### src/rtl/dcm_pkg.sv
// Shared constants and helpers for the behavioural 50->25 MHz clock manager.
package dcm_pkg;

    localparam int DCM_DEFAULT_LOCK_CYCLES = 32;
    localparam int DCM_MIN_DIVIDE          = 2;
    localparam int DCM_MAX_DIVIDE          = 16;
    localparam int DCM_MAX_LOCK_CYCLES     = 65535;

    // The divider toggles its output once per half period of the divided clock.
    function automatic int half_period_count(input int divide);
        return divide / 2;
    endfunction

    function automatic bit divide_legal(input int divide);
        return (divide >= DCM_MIN_DIVIDE) && (divide <= DCM_MAX_DIVIDE) && (divide % 2 == 0);
    endfunction

endpackage

### src/rtl/dcm_lock_counter.sv
// Saturating post-reset edge counter; raises a sticky lock flag after LOCK_CYCLES edges.
module dcm_lock_counter
    import dcm_pkg::*;
#(
    parameter int LOCK_CYCLES = DCM_DEFAULT_LOCK_CYCLES
) (
    input  logic i_clk50,
    input  logic rst,
    output logic locked
);

    localparam int CNT_W = $clog2(LOCK_CYCLES + 1);

    generate
        if (LOCK_CYCLES < 1 || LOCK_CYCLES > DCM_MAX_LOCK_CYCLES) begin : g_bad_lock_cycles
            $error("dcm_lock_counter: LOCK_CYCLES must be in 1..65535");
        end
    endgenerate

    logic [CNT_W-1:0] cnt      = '0;
    logic             locked_q = 1'b0;

    // Flag is set on the same edge that the count reaches LOCK_CYCLES.
    always_ff @(posedge i_clk50) begin
        if (rst) begin
            cnt      <= '0;
            locked_q <= 1'b0;
        end else if (cnt < CNT_W'(LOCK_CYCLES)) begin
            cnt <= cnt + 1'b1;
            if (cnt == CNT_W'(LOCK_CYCLES - 1))
                locked_q <= 1'b1;
        end
    end

    assign locked = locked_q;

endmodule

### src/rtl/dcm_50to25_mhz.sv
// Behavioural clock manager: buffered/CLK0 copies of the input, a registered
// even-ratio divided clock, and a lock flag gating the divider.
module dcm_50to25_mhz
    import dcm_pkg::*;
#(
    parameter int CLKDV_DIVIDE = 2,
    parameter int LOCK_CYCLES  = DCM_DEFAULT_LOCK_CYCLES
) (
    input  logic CLKIN_IN,
    input  logic RST_IN,
    output logic CLKDV_OUT,
    output logic CLKIN_IBUFG_OUT,
    output logic CLK0_OUT,
    output logic LOCKED_OUT
);

    localparam int HALF  = half_period_count(CLKDV_DIVIDE);
    localparam int DIV_W = (HALF > 1) ? $clog2(HALF) : 1;

    generate
        if (!divide_legal(CLKDV_DIVIDE)) begin : g_bad_divide
            $error("dcm_50to25_mhz: CLKDV_DIVIDE must be an even integer in 2..16");
        end
    endgenerate

    logic             locked;
    logic [DIV_W-1:0] div_cnt = '0;
    logic             clkdv_q = 1'b0;

    dcm_lock_counter #(
        .LOCK_CYCLES(LOCK_CYCLES)
    ) u_lock (
        .i_clk50(CLKIN_IN),
        .rst    (RST_IN),
        .locked (locked)
    );

    // Reset is checked explicitly: the lock flag only falls on the reset edge
    // itself, so relying on it alone would let the divider run one edge too long.
    always_ff @(posedge CLKIN_IN) begin
        if (RST_IN || !locked) begin
            div_cnt <= '0;
            clkdv_q <= 1'b0;
        end else if (div_cnt == DIV_W'(HALF - 1)) begin
            div_cnt <= '0;
            clkdv_q <= ~clkdv_q;
        end else begin
            div_cnt <= div_cnt + 1'b1;
        end
    end

    assign CLKDV_OUT       = clkdv_q;
    assign CLKIN_IBUFG_OUT = CLKIN_IN;
    assign CLK0_OUT        = CLKIN_IN;
    assign LOCKED_OUT      = locked;

endmodule

### config.mk
export PLATFORM = sky130hd
export DESIGN_NAME = dcm_50to25_mhz
export DESIGN_NICKNAME = d
export VERILOG_FILES = /design/src/rtl/dcm_pkg.sv /design/src/rtl/dcm_lock_counter.sv /design/src/rtl/dcm_50to25_mhz.sv
export SDC_FILE = /design/constraint.sdc
export NUM_CORES = 1
export LEC_CHECK = 0
export CORE_AREA = 2 2 39 41
export DETAILED_ROUTE_END_ITERATION = 8
export DIE_AREA = 0 0 41 43
export SYNTH_ARGS = -nofsm -noshare
export SYNTH_HDL_FRONTEND = slang
export SYNTH_SLANG_ARGS = --single-unit
### constraint.sdc
create_clock -name CLKIN_IN -period 1.6 [get_ports CLKIN_IN]
set_clock_uncertainty 0.2 [all_clocks]
set_input_delay 0.4 -clock CLKIN_IN [delete_from_list [all_inputs] [get_ports CLKIN_IN]]
set_output_delay 0.4 -clock CLKIN_IN [all_outputs]
set_load 0.02 [all_outputs]
==> results.cfg <==
[global_route]
overflow = 0
grt_pass1_vias = 268
grt_max_degree = 9
grt_pass1_wl_um = 993
grtUsageTotal = 0.0969
antenna_found_initial = 0

[power]
power_density_nw_per_um2 = 1930
comb_power_share = 0.022
peakVddDrop_mv = 1.38
internal_power_uw = 660
p_leak_nw = 0.206
clockPowerShare = 0.712
switchingPower_uw = 244
pwr-share-seq = 0.266
total_power_uw = 904
p_sw_frac = 0.270

[timing]
setup_slack_ns = -0.126
tns_ns = -0.249
drv_slew = 0
hold_violations = 0
finalSetupViolCount = 2
rsz0062_at_grt = yes

[worst_setup_path]
worst-path-buf-inv = 3
path_common_cell = buf_8
max_stage_delay_ns = 0.12
cp_max_fo = 2
crit_type = clock port to primary output
rr_startpoint = u_lock.cnt[0]
cpLargestDelayFamily = buffers and inverters
endpoint_kind = primary output
crit_path_cell_trace = buf_8, buf_8, buf_6
slowest_stage = buf_6
cp-startpoint = CLKIN_IN
critPathRequiredTime_ns = 1.00
start_kind = clock port
worstPathArrival_ns = 1.13

[placement]
dp_hpwl_um = 339
port-buffer-count = 5
place_congestion = 0.701

[synthesis]
synth_edf_count = 0
synth_top_area_share = 0.503
yosysSeqAreaShare = 0.503
synth_nets = 37
async_reset_ff_frac = 0
synth.avg_cell_area_um2 = 10.5
synth_area_leaders = dfxtp_1, xor2_1, nor2_1, nand4b_1, buf_4
synth_cells = 34
yosys.area.top_type = dfxtp_1
synth_cell_types = 15
synth_commonest_cells = dfxtp_1, nor2_1, xor2_1
yosys_warnings = 0
yosys.cell_count.top_type = dfxtp_1
ys_seq_elements = 9
synth_top_flop_cell = dfxtp_1
synth_area_um2 = 358

[die]
start_util = 0.259
core_um2 = 1380
die_w_um = 41
die_h_um = 43
rows = 14
pin_count = 6
die_area_um2 = 1760

[route]
first_iter_violations = 4
ant_nets = 0
wl_um = 550
num_vias = 251
avgViaCountPerCell = 4.18
first_pass_iters = 2
post_drt_wl_per_cell_um = 9.17
drc = 0

[layout]
final_nets = 48
antenna_cells = 0
syn_to_final_growth_pct = 31.1
final_core_util = 0.339
drive_gt1_frac = 0.273
fillerInstances = 143

[clock_network]
worstSkewPairLatency_ns = 0.36
cts_tree = yes
postCtsSetupRepairBufs = 0
clk_pin_slew_worst_paths_ns = 0.06

[hold_path]
hold_path_class = flip-flop to flip-flop
hp-start = u_lock.locked

[flow_run]
maxCapViolations = 0

[run_status]
status = complete, but fails checks
violations = negative setup slack
==> worst reg2reg max path: cells and delay by family (launching register included) <==
kind	cells	cell delay, ns
AOI/OAI and AO/OA	1	0.14
DFF	1	0.34
adders and majority gates	1	0.22
and+or+nand+nor	2	0.21
==> power groups by stage <==
stage                     Combinational [mW]  Sequential [mW]  Clock (mW)
after floorplan                       0.0190            0.243       0.146
after global placement                0.0202            0.245       0.168
after detailed placement              0.0204            0.245       0.168
after CTS                             0.0205            0.240       0.616
after global routing                  0.0245            0.241       0.694
final                                 0.0202            0.240       0.644
==> stage by stage <==
stage / instance area (µm²) / hold slack (ns) / worst slack [ns] / std cells
finish: 469 / 0.289 / -0.126 / 60
global route: 469 / 0.328 / -0.135 / 60
CTS: 478 / 0.298 / -0.164 / 60
detailed placement: 398 / 0.288 / -0.308 / 52
global placement: 398 / 0.277 / -0.308 / 52
floorplan: 358 / 0.272 / 0.0660 / 34
==> layout by cell type, fill, tap and decap left out, drive strengths merged <==
| master | synthesis | layout |
|---|---|---|
| and3 | 1 | 1 |
| a21oi | 1 | 1 |
| clkbuf | 0 | 5 |
| nand4b | 2 | 2 |
| clkdlybuf4s50 | 0 | 1 |
| nor2b | 1 | 1 |
| nor2 | 7 | 7 |
| a31oi | 1 | 1 |
| dfxtp | 9 | 9 |
| mux2i | 1 | 1 |
| xnor2 | 1 | 1 |
| conb | 1 | 1 |
| ha | 1 | 1 |
| buf | 3 | 7 |
| nor3b | 1 | 1 |
| xor2 | 4 | 4 |
==> final timing paths <==
check | cells past startpoint | end | slack [ns]
setup / recovery | 3 | CLKIN_IBUFG_OUT | -0.13
hold / removal | 1 | CLKDV_OUT | 0.29
setup reg to reg | 4 | u_lock.locked | 0.36
hold reg to reg | 1 | CLKDV_OUT | 0.29
==> cell type report <==
| class | instances | area [µm²] | area share |
|---|---|---|---|
| clock buffer | 10 | 101 | 0.216 |
| multi-input combinational | 22 | 148 | 0.315 |
| sequential | 9 | 180 | 0.384 |
| tap | 16 | 20.0 | 0.0427 |
| timing repair buffer | 3 | 20.0 | 0.0427 |
==> per-layer routing <==
layer  GRT usage  vias to the layer above  wire length (µm)
met4      0.0867                        0                 0
met1       0.108                      114               271
met5           0                        -                 0
li1            -                      128                 -
met3       0.115                        0                49
met2      0.0875                        9               228
==> cells by family (layout without fill, tap and decap cells) <==
family,Yosys count,in the layout,synth area share
AOI/OAI and AO/OA,2,2,0.0315
buffers and inverters,3,13,0.0839
xor gates and xnor gates,5,5,0.122
muxes,1,1,0.0280
other,1,1,0.0105
and+or+nand+nor,12,12,0.185
DFF,9,9,0.503
adders and majority gates,1,1,0.0350
==> state kept, by name, summed over array words and instances, names as in the netlist <==
register       count
u_lock.cnt         6
CLKDV_OUT          1
div_cnt            1
u_lock.locked      1
==> timing repair <==
action,CTS,global route
endpoints found under the setup margin,4,4
gates resized for setup,21,5
hold buffers,0,0
Note: power is estimated with default switching activity, not from simulation.
